$ cat src/rtl/uart_pkg.sv
`default_nettype none
// ============================================================================
// Module   : uart_pkg
// Purpose  : Shared definitions for the UART system-bus controllers (RX/TX):
//            register offsets, configuration reset values, receiver FSM state
//            encoding, error bit positions and the bit-period helper.
// Ports    : none (package)
// Revision : 1.0 - initial release
// ============================================================================
package uart_pkg;

  // Register byte offsets
  localparam logic [31:0] c_ADDR_DATA     = 32'h00;
  localparam logic [31:0] c_ADDR_VALID    = 32'h04;
  localparam logic [31:0] c_ADDR_BUSY     = 32'h08;
  localparam logic [31:0] c_ADDR_BAUD     = 32'h0C;
  localparam logic [31:0] c_ADDR_PARITY   = 32'h10;
  localparam logic [31:0] c_ADDR_STOPBIT  = 32'h14;
  localparam logic [31:0] c_ADDR_ERR      = 32'h18;
  localparam logic [31:0] c_ADDR_SOFT_RST = 32'h24;

  // Configuration reset values
  localparam logic [16:0] c_BAUD_RST    = 17'd9600;
  localparam logic        c_PARITY_RST  = 1'b1;
  localparam logic        c_STOPBIT_RST = 1'b1;

  // Error register bit positions
  localparam int c_ERR_PARITY = 0;
  localparam int c_ERR_FRAME  = 1;

  typedef enum logic [2:0] {
    RX_IDLE   = 3'd0,
    RX_START  = 3'd1,
    RX_DATA   = 3'd2,
    RX_PARITY = 3'd3,
    RX_STOP   = 3'd4
  } rx_state_e;

  // Clock cycles per bit; a baudrate of 0 is treated as 1 to avoid div-by-0.
  function automatic logic [31:0] bit_period(input logic [31:0] clk_freq,
                                             input logic [16:0] baud);
    logic [31:0] w_div;
    w_div = (baud == 17'd0) ? 32'd1 : {15'd0, baud};
    return clk_freq / w_div;
  endfunction

endpackage
`default_nettype wire

$ cat src/rtl/uart_rx.sv
`default_nettype none
// ============================================================================
// Module   : uart_rx
// Purpose  : UART receiver core: 2-flop synchroniser, baud counter and
//            IDLE->START->DATA->PARITY->STOP state machine. Frame
//            configuration is captured at the start edge.
// Ports    : clk_i, rst          clock / synchronous active-high reset
//            rx_i                asynchronous serial input (idle high)
//            baudrate_i, parity_en_i, stopbit_i   live configuration
//            busy_o              frame in progress
//            rx_data_o, rx_valid_o                received byte + 1-cycle strobe
//            parity_err_o, frame_err_o            1-cycle error strobes
// Revision : 1.0 - initial release
// ============================================================================
module uart_rx
  import uart_pkg::*;
#(
  parameter int unsigned CLK_FREQ = 10_000_000
) (
  input  logic        clk_i,
  input  logic        rst,
  input  logic        rx_i,
  input  logic [16:0] baudrate_i,
  input  logic        parity_en_i,
  input  logic        stopbit_i,
  output logic        busy_o,
  output logic [7:0]  rx_data_o,
  output logic        rx_valid_o,
  output logic        parity_err_o,
  output logic        frame_err_o
);

  rx_state_e   r_state;
  logic        r_sync1, r_sync2, r_sync3;
  logic [31:0] r_cnt, r_period;
  logic        r_par_en, r_two_stop, r_stop_second;
  logic [2:0]  r_bitcnt;
  logic [7:0]  r_shift, r_data;
  logic        r_perr, r_ferr;
  logic        r_busy, r_valid, r_perr_p, r_ferr_p;

  logic [31:0] w_period, w_half_load, w_reload;
  logic        w_tick, w_ferr_now;

  assign w_period    = bit_period(CLK_FREQ, baudrate_i);
  // First sample lands half a bit after the start edge; clamp tiny periods.
  assign w_half_load = ((w_period >> 1) == 32'd0) ? 32'd0 : (w_period >> 1) - 32'd1;
  assign w_reload    = (r_period == 32'd0) ? 32'd0 : r_period - 32'd1;
  assign w_tick      = (r_cnt == 32'd0);
  assign w_ferr_now  = r_ferr | ~r_sync2;

  always_ff @(posedge clk_i) begin
    if (rst) begin
      r_state       <= RX_IDLE;
      r_sync1       <= 1'b1;
      r_sync2       <= 1'b1;
      r_sync3       <= 1'b1;
      r_cnt         <= 32'd0;
      r_period      <= 32'd0;
      r_par_en      <= c_PARITY_RST;
      r_two_stop    <= c_STOPBIT_RST;
      r_stop_second <= 1'b0;
      r_bitcnt      <= 3'd0;
      r_shift       <= 8'd0;
      r_data        <= 8'd0;
      r_perr        <= 1'b0;
      r_ferr        <= 1'b0;
      r_busy        <= 1'b0;
      r_valid       <= 1'b0;
      r_perr_p      <= 1'b0;
      r_ferr_p      <= 1'b0;
    end else begin
      r_sync1  <= rx_i;
      r_sync2  <= r_sync1;
      r_sync3  <= r_sync2;
      r_valid  <= 1'b0;
      r_perr_p <= 1'b0;
      r_ferr_p <= 1'b0;
      if (r_cnt != 32'd0) r_cnt <= r_cnt - 32'd1;

      case (r_state)
        RX_IDLE: begin
          if (r_sync3 && !r_sync2) begin
            r_state    <= RX_START;
            r_busy     <= 1'b1;
            r_period   <= w_period;
            r_par_en   <= parity_en_i;
            r_two_stop <= stopbit_i;
            r_cnt      <= w_half_load;
            r_perr     <= 1'b0;
            r_ferr     <= 1'b0;
          end
        end
        RX_START: begin
          if (w_tick) begin
            if (r_sync2) begin
              // Start bit vanished before mid-bit: treat as a glitch.
              r_state <= RX_IDLE;
              r_busy  <= 1'b0;
            end else begin
              r_state  <= RX_DATA;
              r_bitcnt <= 3'd0;
              r_cnt    <= w_reload;
            end
          end
        end
        RX_DATA: begin
          if (w_tick) begin
            r_shift  <= {r_sync2, r_shift[7:1]};
            r_bitcnt <= r_bitcnt + 3'd1;
            r_cnt    <= w_reload;
            if (r_bitcnt == 3'd7) begin
              r_state       <= r_par_en ? RX_PARITY : RX_STOP;
              r_stop_second <= 1'b0;
            end
          end
        end
        RX_PARITY: begin
          if (w_tick) begin
            if (r_sync2 != ^r_shift) r_perr <= 1'b1;
            r_state <= RX_STOP;
            r_cnt   <= w_reload;
          end
        end
        RX_STOP: begin
          if (w_tick) begin
            if (r_two_stop && !r_stop_second) begin
              r_stop_second <= 1'b1;
              r_ferr        <= w_ferr_now;
              r_cnt         <= w_reload;
            end else begin
              r_state <= RX_IDLE;
              r_busy  <= 1'b0;
              if (r_perr || w_ferr_now) begin
                r_perr_p <= r_perr;
                r_ferr_p <= w_ferr_now;
              end else begin
                r_data  <= r_shift;
                r_valid <= 1'b1;
              end
            end
          end
        end
        default: begin
          r_state <= RX_IDLE;
          r_busy  <= 1'b0;
        end
      endcase
    end
  end

  assign busy_o       = r_busy;
  assign rx_data_o    = r_data;
  assign rx_valid_o   = r_valid;
  assign parity_err_o = r_perr_p;
  assign frame_err_o  = r_ferr_p;

endmodule
`default_nettype wire

$ cat src/rtl/uart_rx_sb_ctrl.sv
`default_nettype none
// ============================================================================
// Module   : uart_rx_sb_ctrl
// Purpose  : System-bus slave around uart_rx: register decode, received-data
//            and sticky error registers, configuration, soft reset, interrupt.
// Macro    : UART_RX_IRQ_EN - when defined irq_o is raised the cycle after
//            valid rises and cleared by irq_ret_i or a data read; otherwise
//            irq_o is tied low and irq_ret_i is ignored.
// Ports    : clk_i, rst                     clock / sync active-high reset
//            addr_i, req_i, write_data_i, write_enable_i, read_data_o  bus
//            rx_i                           serial input from the pin
//            irq_o, irq_ret_i               interrupt request / acknowledge
// Revision : 1.0 - initial release
// ============================================================================
module uart_rx_sb_ctrl
  import uart_pkg::*;
#(
  parameter int unsigned CLK_FREQ = 10_000_000
) (
  input  logic        clk_i,
  input  logic        rst,
  input  logic [31:0] addr_i,
  input  logic        req_i,
  input  logic [31:0] write_data_i,
  input  logic        write_enable_i,
  output logic [31:0] read_data_o,
  input  logic        rx_i,
  output logic        irq_o,
  input  logic        irq_ret_i
);

  logic [31:0] r_rdata;
  logic [7:0]  r_data;
  logic        r_valid;
  logic [16:0] r_baud;
  logic        r_parity_en, r_stopbit;
  logic [1:0]  r_err;

  logic        w_rd, w_wr, w_soft, w_rst, w_data_rd, w_err_rd;
  logic        w_busy, w_rx_valid, w_perr, w_ferr;
  logic [7:0]  w_rx_data;
  logic [1:0]  w_err_new;

  assign w_rd      = req_i & ~write_enable_i;
  assign w_wr      = req_i & write_enable_i;
  assign w_soft    = w_wr && (addr_i == c_ADDR_SOFT_RST) && (write_data_i == 32'd1);
  // Soft reset takes effect on the same edge that samples the write.
  assign w_rst     = rst | w_soft;
  assign w_data_rd = w_rd && (addr_i == c_ADDR_DATA);
  assign w_err_rd  = w_rd && (addr_i == c_ADDR_ERR);

  always_comb begin
    w_err_new               = 2'b00;
    w_err_new[c_ERR_PARITY] = w_perr;
    w_err_new[c_ERR_FRAME]  = w_ferr;
  end

  uart_rx #(.CLK_FREQ(CLK_FREQ)) u_rx (
    .clk_i        (clk_i),
    .rst          (w_rst),
    .rx_i         (rx_i),
    .baudrate_i   (r_baud),
    .parity_en_i  (r_parity_en),
    .stopbit_i    (r_stopbit),
    .busy_o       (w_busy),
    .rx_data_o    (w_rx_data),
    .rx_valid_o   (w_rx_valid),
    .parity_err_o (w_perr),
    .frame_err_o  (w_ferr)
  );

  always_ff @(posedge clk_i) begin
    if (w_rst) begin
      r_rdata     <= 32'd0;
      r_data      <= 8'd0;
      r_valid     <= 1'b0;
      r_baud      <= c_BAUD_RST;
      r_parity_en <= c_PARITY_RST;
      r_stopbit   <= c_STOPBIT_RST;
      r_err       <= 2'b00;
    end else begin
      r_rdata <= 32'd0;
      if (w_rd) begin
        case (addr_i)
          c_ADDR_DATA:    r_rdata <= {24'd0, r_data};
          c_ADDR_VALID:   r_rdata <= {31'd0, r_valid};
          c_ADDR_BUSY:    r_rdata <= {31'd0, w_busy};
          c_ADDR_BAUD:    r_rdata <= {15'd0, r_baud};
          c_ADDR_PARITY:  r_rdata <= {31'd0, r_parity_en};
          c_ADDR_STOPBIT: r_rdata <= {31'd0, r_stopbit};
          c_ADDR_ERR:     r_rdata <= {30'd0, r_err};
          default:        r_rdata <= 32'd0;
        endcase
      end

      // A new byte wins over a simultaneous data-read clear.
      if (w_rx_valid) begin
        r_data  <= w_rx_data;
        r_valid <= 1'b1;
      end else if (w_data_rd) begin
        r_valid <= 1'b0;
      end

      r_err <= (w_err_rd ? 2'b00 : r_err) | w_err_new;

      if (w_wr && !w_busy) begin
        case (addr_i)
          c_ADDR_BAUD:    r_baud      <= write_data_i[16:0];
          c_ADDR_PARITY:  r_parity_en <= write_data_i[0];
          c_ADDR_STOPBIT: r_stopbit   <= write_data_i[0];
          default: ;
        endcase
      end
    end
  end

  assign read_data_o = r_rdata;

`ifdef UART_RX_IRQ_EN
  logic r_irq, r_valid_d;

  always_ff @(posedge clk_i) begin
    if (w_rst) begin
      r_irq     <= 1'b0;
      r_valid_d <= 1'b0;
    end else begin
      r_valid_d <= r_valid;
      if (r_valid && !r_valid_d) r_irq <= 1'b1;
      else if (irq_ret_i || w_data_rd) r_irq <= 1'b0;
    end
  end

  assign irq_o = r_irq;
`else
  logic w_unused_irq_ret;
  assign w_unused_irq_ret = irq_ret_i;
  assign irq_o            = 1'b0;
`endif

endmodule
`default_nettype wire

$ cat config.mk
export PLATFORM = sky130hd
export DESIGN_NAME = uart_rx_sb_ctrl
export DESIGN_NICKNAME = d
export VERILOG_FILES = /design/src/rtl/uart_pkg.sv /design/src/rtl/uart_rx.sv /design/src/rtl/uart_rx_sb_ctrl.sv
export SDC_FILE = /design/constraint.sdc
export NUM_CORES = 1
export LEC_CHECK = 0
export BUFFER_PORTS_ARGS = -buffer_cell sky130_fd_sc_hd__buf_2
export CAP_MARGIN = 5
export CELL_PAD_IN_SITES_DETAIL_PLACEMENT = 1
export CELL_PAD_IN_SITES_GLOBAL_PLACEMENT = 2
export CORE_UTILIZATION = 41
export DETAILED_ROUTE_END_ITERATION = 8
export PLACE_DENSITY = 0.87
export SYNTH_ARGS = -nofsm -noshare
export SYNTH_HDL_FRONTEND = slang
export SYNTH_SLANG_ARGS = --single-unit
$ cat constraint.sdc
create_clock -name clk_i -period 245.3 [get_ports clk_i]
set_input_delay 24.53 -clock clk_i [delete_from_list [all_inputs] [get_ports clk_i]]
set_output_delay 24.53 -clock clk_i [all_outputs]
set_load 0.05 [all_outputs]
==> results of run 1 <==
metal layers:
metal | track usage (%) | up-vias
met3 | 1.746 | 128
met4 | 7.233 | 0
met1 | 37.73 | 17420
met2 | 48.83 | 625
li1 | - | 17440
met5 | 0 | -
layout make-up:
cell class              instances  area [um^2]
clock buffers                  18        439.2
clock inverters                14        121.4
fillers                     10330        44250
inverters                     133        499.2
multi-input cells            4257        28820
flip-flops and latches        145         2903
well taps                    1050         1314
repair buffers                150        913.4
per-stage QoR:
step	cell area, um^2	power (W)	setup slack [ps]	hold WS [ps]	instances
global placement	34440	0.0001653	149770	406.0	5735
detailed placement	34440	0.0001681	148330	402.8	5735
CTS	35000	0.0001947	147840	420.3	5767
global route	35000	0.0002105	139100	433.2	5767
floorplan	33060	0.0001351	162670	386.3	4712
finish	35000	0.0001967	146720	419.8	5767
registers in the layout, indices dropped and copies added (netlist names), 2 cells and up:
signal          count
r_err               2
u_rx.r_bitcnt       3
u_rx.rx_data_o      8
read_data_o        17
u_rx.r_period      32
u_rx.r_state        3
r_data              8
u_rx.r_cnt         32
u_rx.r_shift        8
r_baud             17
cells in the mapped netlist (all sizes together) (18+ instances only):
cell type  instances  share of area, %
o31ai            101               2.3
nand4             50              0.97
a21o             191               4.3
nand2            474               5.4
nand2b           116               2.2
o21bai            23              0.58
mux2i             59               1.9
a31o              20              0.53
nor3             128               2.1
inv              133               1.5
nor4              58               1.4
mux2              80               2.7
and2              65               1.2
a2111oi           19              0.66
or2               40              0.76
a211o             22              0.58
o22ai             19              0.36
dfxtp            145               8.8
o211ai            47               1.1
buf               78               1.6
a21boi            27              0.64
a31oi             62               1.2
or3               48              0.91
nor2b             42              0.80
or4               18              0.47
clkbuf            98               1.1
nor2             510               5.8
ha               383                15
a41oi             18              0.50
xor2             123               3.3
a211oi            62               1.5
a21oi            409               6.3
nand3            123               1.9
xnor2            219               5.8
o21ai            293               4.5
o21a              92               2.1
and3              68               1.3
power by group through the flow:
stage	registers [W]	logic, W	clock network [W]
4_1_cts	0.0000285	0.000140	0.0000258
3_5_place_dp	0.0000290	0.000139	0
3_3_place_gp	0.0000289	0.000136	0
5_1_grt	0.0000289	0.000155	0.0000269
2_1_floorplan	0.0000283	0.000107	0
6_report	0.0000286	0.000143	0.0000256
path summary, 6_finish.rpt:
path                            from                       endpoint  slack (ps)  cells after the start
max          r_baud[14]$_SDFFE_PP0P_  u_rx.r_period[0]$_SDFFE_PP0P_      146720                    423
min          u_rx.r_sync1$_SDFF_PP1_        u_rx.r_sync2$_SDFF_PP1_         420                      1
max reg2reg  r_baud[14]$_SDFFE_PP0P_  u_rx.r_period[0]$_SDFFE_PP0P_      146720                    423
min reg2reg  u_rx.r_sync1$_SDFF_PP1_        u_rx.r_sync2$_SDFF_PP1_         420                      1
logic make-up (layout without fill, tap and decap cells):
logic type	Yosys count	in the layout	synth area share, %
simple gates	1817	1817	27.26
fa+ha+maj	383	383	14.52
mux	139	139	4.580
other cells	1	17	0.01136
compound gates	1559	1559	31.47
xor+xnor	342	342	9.076
flops	145	145	8.796
buf+inv	310	315	4.280
==> impl_metrics.yaml, run 1 <==
setup_path:
  cp_num_buf_inv: 18
  slowest_stage: "a2111oi_0"
  timing_worst_setup_path_type: "register to register"
  arrival_ps: 98880
  crit_required_ps: 245600
  crit_fanout: 48
  critPathMostFrequentCell: "o21ai_0"
  max_stage_delay_ps: 1010
  end_kind: "register"
  critPathTopFamily: "compound AO/OA/AOI/OAI gates"
  start_kind: "register"
sta:
  fmax_mhz: 10.14
  setup_tns_ps: 0
  fin_crit_sh_pct: 40.19
  hold_viol_final: 0
  fin_crit_ps: 98580
  slew_violations: 0
  worst_slew_pin_slew_ps: 1169
  skew_ps: 10.21
  finalSetupViolations: 0
  rsz0062_at_grt: "no"
  slew_headroom_pct: 22.09
clock_tree:
  numCtsBuffers: 17
  clk_pin_slew_ps: 70
  clk_latency_ps: 440
  cts_tree: "done"
  postCtsSetupBuffers: 0
  clockBufferDepth: 2
  cts_resized: 0
  htree_num_levels: 4
  cts_sinks: 145
  cts-root-buf: "clkbuf_16"
  cts_hold_buf: 0
route:
  wl_met2_mm: 55.15
  highest_layer: "met4"
  dr.pass1.iters: 6
  vias: 35610
  wl_per_cell_um: 20.53
  vias_per_cell: 6.175
  wl_mm: 118.4
  route.met3.wl_mm: 4.006
  drc_errors: 0
  met1_length_mm: 56.30
  ant_nets: 0
  drt_iter0_markers: 1924
floorplan:
  die-area_mm2: 0.08163
  core_area_mm2: 0.07926
  row_count: 103
  io_pins: 103
  die_w_um: 285.7
  initial_core_util_pct: 41.64
  die_y_um: 285.7
global_route:
  first_global_vias: 35510
  grt_max_degree: 58
  antenna_found_initial: 0
  grt-ovfl-total: 0
  grt_pass1_wl_mm: 190.4
  track_usage_pct: 28.19
logic_synthesis:
  yosysSeqAreaShare_pct: 8.796
  ys_types: 130
  synth_warnings: 0
  synth_cells: 4696
  synth_ff_type: "dfxtp_1"
  async_reset_ff_share_pct: 0
  netlist_area_mm2: 0.03300
  synth.avg_cell_area_um2: 7.028
  synth-seq-cells: 145
  synth_edf_count: 0
layout:
  diodes: 0
  nets: 5157
  final_util_pct: 44.17
  final_cell_mix: "nor2_1, nand2_1, a21oi_1, ha_1, o21ai_0"
  final_common_cell: "nor2_1"
  areaGrowthSynthToFinish_pct: 6.066
  drive_above_1_share_pct: 8.438
power:
  powerDensity_mw_per_mm2: 5.620
  comb_power_share_pct: 72.5
  p_leak_nw: 15.42
  p_int_w: 0.00009708
  seqPwrFrac_pct: 14.5
  switchingPower_w: 0.00009962
  vdd_drop_max_mv: 0.01840
  power.share.switching_pct: 50.64
  p_clk_share_pct: 13.0
worst_hold_path:
  min_path_type: "register to register"
job:
  max_cap_violations: 0
place:
  dpl.hpwl_mm: 93.10
  port_buffers: 85
  gp_congestion: 0.8835
outcome:
  run_status: "finished, final reports clean"
Note: power is estimated with default switching activity, not from simulation.
==> run 2, diff against run 1 <==
--- a/config.mk
+++ b/config.mk
@@ -9,9 +9,9 @@
 export CAP_MARGIN = 5
 export CELL_PAD_IN_SITES_DETAIL_PLACEMENT = 1
 export CELL_PAD_IN_SITES_GLOBAL_PLACEMENT = 2
-export CORE_UTILIZATION = 41
+export CORE_UTILIZATION = 34
 export DETAILED_ROUTE_END_ITERATION = 8
-export PLACE_DENSITY = 0.87
+export PLACE_DENSITY = 0.77
 export SYNTH_ARGS = -nofsm -noshare
 export SYNTH_HDL_FRONTEND = slang
 export SYNTH_SLANG_ARGS = --single-unit
==> constraint.sdc (replaced) <==
create_clock -name clk_i -period 80.1 [get_ports clk_i]
set_input_delay 8.01 -clock clk_i [delete_from_list [all_inputs] [get_ports clk_i]]
set_output_delay 8.01 -clock clk_i [all_outputs]
set_load 0.05 [all_outputs]
==> impl_metrics.yaml, run 2 (synthesized netlist as in run 1, its figures left out) <==
floorplan:
  io_pins: 103
  core_area_mm2: 0.09558
  die_w_um: 313.6
  row_count: 113
  initial_core_util_pct: 34.53
  die-area_mm2: 0.09832
  die_y_um: 313.6
route:
  vias: 39120
  drt_iter0_markers: 2084
  wl_mm: 136.8
  dr.pass1.iters: 5
  wl_per_cell_um: 19.97
  drc_errors: 0
  ant_nets: 0
  vias_per_cell: 5.709
sta:
  hold_viol_final: 0
  fmax_mhz: 13.20
  worst_slew_pin_slew_ps: 1178
  skew_ps: 8.979
  slew_headroom_pct: 21.38
  slew_violations: 0
  fin_crit_sh_pct: 94.58
  finalSetupViolations: 0
  fin_crit_ps: 75760
  setup_ws_ps: 4342
power:
  powerDensity_mw_per_mm2: 16.06
  vdd_drop_max_mv: 0.08234
  p_leak_nw: 19.91
layout:
  num-fill-cells: 12210
  areaGrowthSynthToFinish_pct: 30.59
  biggestRegsByFlops: "u_rx.r_cnt: 32 flops, u_rx.r_period: 32 flops"
  diodes: 0
  nets: 6027
  final_common_cell: "buf_4"
  final_cell_mix: "buf_4, nor2_1, nand2_1, a21oi_1, ha_1"
  fin_cells: 6852
  drive_above_1_share_pct: 26.20
  final_cell_area_mm2: 0.04310
setup_path:
  arrival_ps: 76050
  slowest_stage: "or4_4"
  timing_worst_setup_path_type: "register to register"
  critPathMostFrequentCell: "a21o_1"
  crit_fanout: 31
  end_kind: "register"
  worstSetupStartpoint: "r_baud[16]$_SDFFE_PP0P_"
  reg2reg_from: "r_baud[16]$_SDFFE_PP0P_"
  crit_required_ps: 80400
  max_stage_delay_ps: 540
  start_kind: "register"
global_route:
  grt-ovfl-total: 0
  antenna_found_initial: 1
  track_usage_pct: 26.56
  first_global_vias: 39180
  grt_max_degree: 59
  grt_pass1_wl_mm: 213.3
place:
  place_inst: 6728
  port_buffers: 85
  gp_congestion: 0.8814
  dpl.hpwl_mm: 107.9
  place_worst_setup_slack_ps: -1925
  placed_cell_area_mm2: 0.04064
clock_tree:
  clk_pin_slew_ps: 70
  cts_tree: "done"
  cts-root-buf: "clkbuf_16"
  cts_sinks: 145
  clockBufferDepth: 2
  numCtsBuffers: 17
  cts_hold_buf: 0
  clk_latency_ps: 440
  htree_num_levels: 4
worst_hold_path:
  min_path_type: "register to register"
  hold_start: "u_rx.r_sync1$_SDFF_PP1_"
outcome:
  run_status: "finished, final reports clean"
job:
  max_cap_violations: 0
run 2: worst max-delay path: cells and delay by family, from the launching register on:
family	cells	cell delay, ps
buffers and inverters	29	4460
adder cells (fa/ha/maj)	29	8950
AO/OA/AOI/OAI	223	37930
XOR/XNOR	1	110
multiplexers	8	2530
AND/OR/NAND/NOR	132	21120
flip-flops	1	340
run 2: final cells by class:
cell class	count	area [um^2]	area share (%)
Clock buffer	17	425.4	0.9871
Clock inverter	15	158.9	0.3687
Inverter	133	503.0	1.167
Multi-Input combinational cell	4257	29960	69.51
Sequential cell	145	2908	6.747
Tap cell	1265	1583	3.673
Timing Repair Buffer	1020	7561	17.54
run 2: what timing repair did:
action / 4_1_cts / 5_1_grt
pin swaps: 10 / 96
resized for setup: 45 / 276
setup endpoints to repair: 21 / 22
cloned: 0 / 2
buffers inserted: 14 / 76
run 2: path summary, 6_finish.rpt:
check / endpoint / cells after the start / slack, ps
setup / recovery: u_rx.r_period[0]$_SDFFE_PP0P_ / 422 / 4340
hold / removal: u_rx.r_sync2$_SDFF_PP1_ / 1 / 420
setup reg to reg: u_rx.r_period[0]$_SDFFE_PP0P_ / 422 / 4340
hold reg to reg: u_rx.r_sync2$_SDFF_PP1_ / 1 / 420
run 2: through the flow:
step | TNS [ps] | hold WS, ps | total power [W] | utilization, %
2_1_floorplan | 0 | 386.3 | 0.0004147 | -
3_3_place_gp | -373.6 | 407.6 | 0.0005783 | 42.53
3_5_place_dp | -15280 | 400.4 | 0.0005878 | 42.53
4_1_cts | 0 | 425.6 | 0.0006743 | 43.41
5_1_grt | -571.9 | 449.1 | 0.0007518 | 45.09
6_report | 0 | 423.0 | 0.0006923 | 45.09
run 2: report_power, final:
group          switching, W  leakage [nW]  total [W]  internal [W]
clock             0.0000366         0.292  0.0000810     0.0000443
combinational      0.000270          18.4   0.000523      0.000254
sequential       0.00000818          1.18  0.0000879     0.0000797
run 2: metal layers:
layer / track usage, % / vias up / share of wire, %
li1: - / 19200 / -
met1: 36.28 / 19020 / 47
met2: 45.96 / 746 / 47
met3: 1.491 / 157 / 3.7
met4: 5.200 / 0 / 2.1
met5: 0 / - / 0
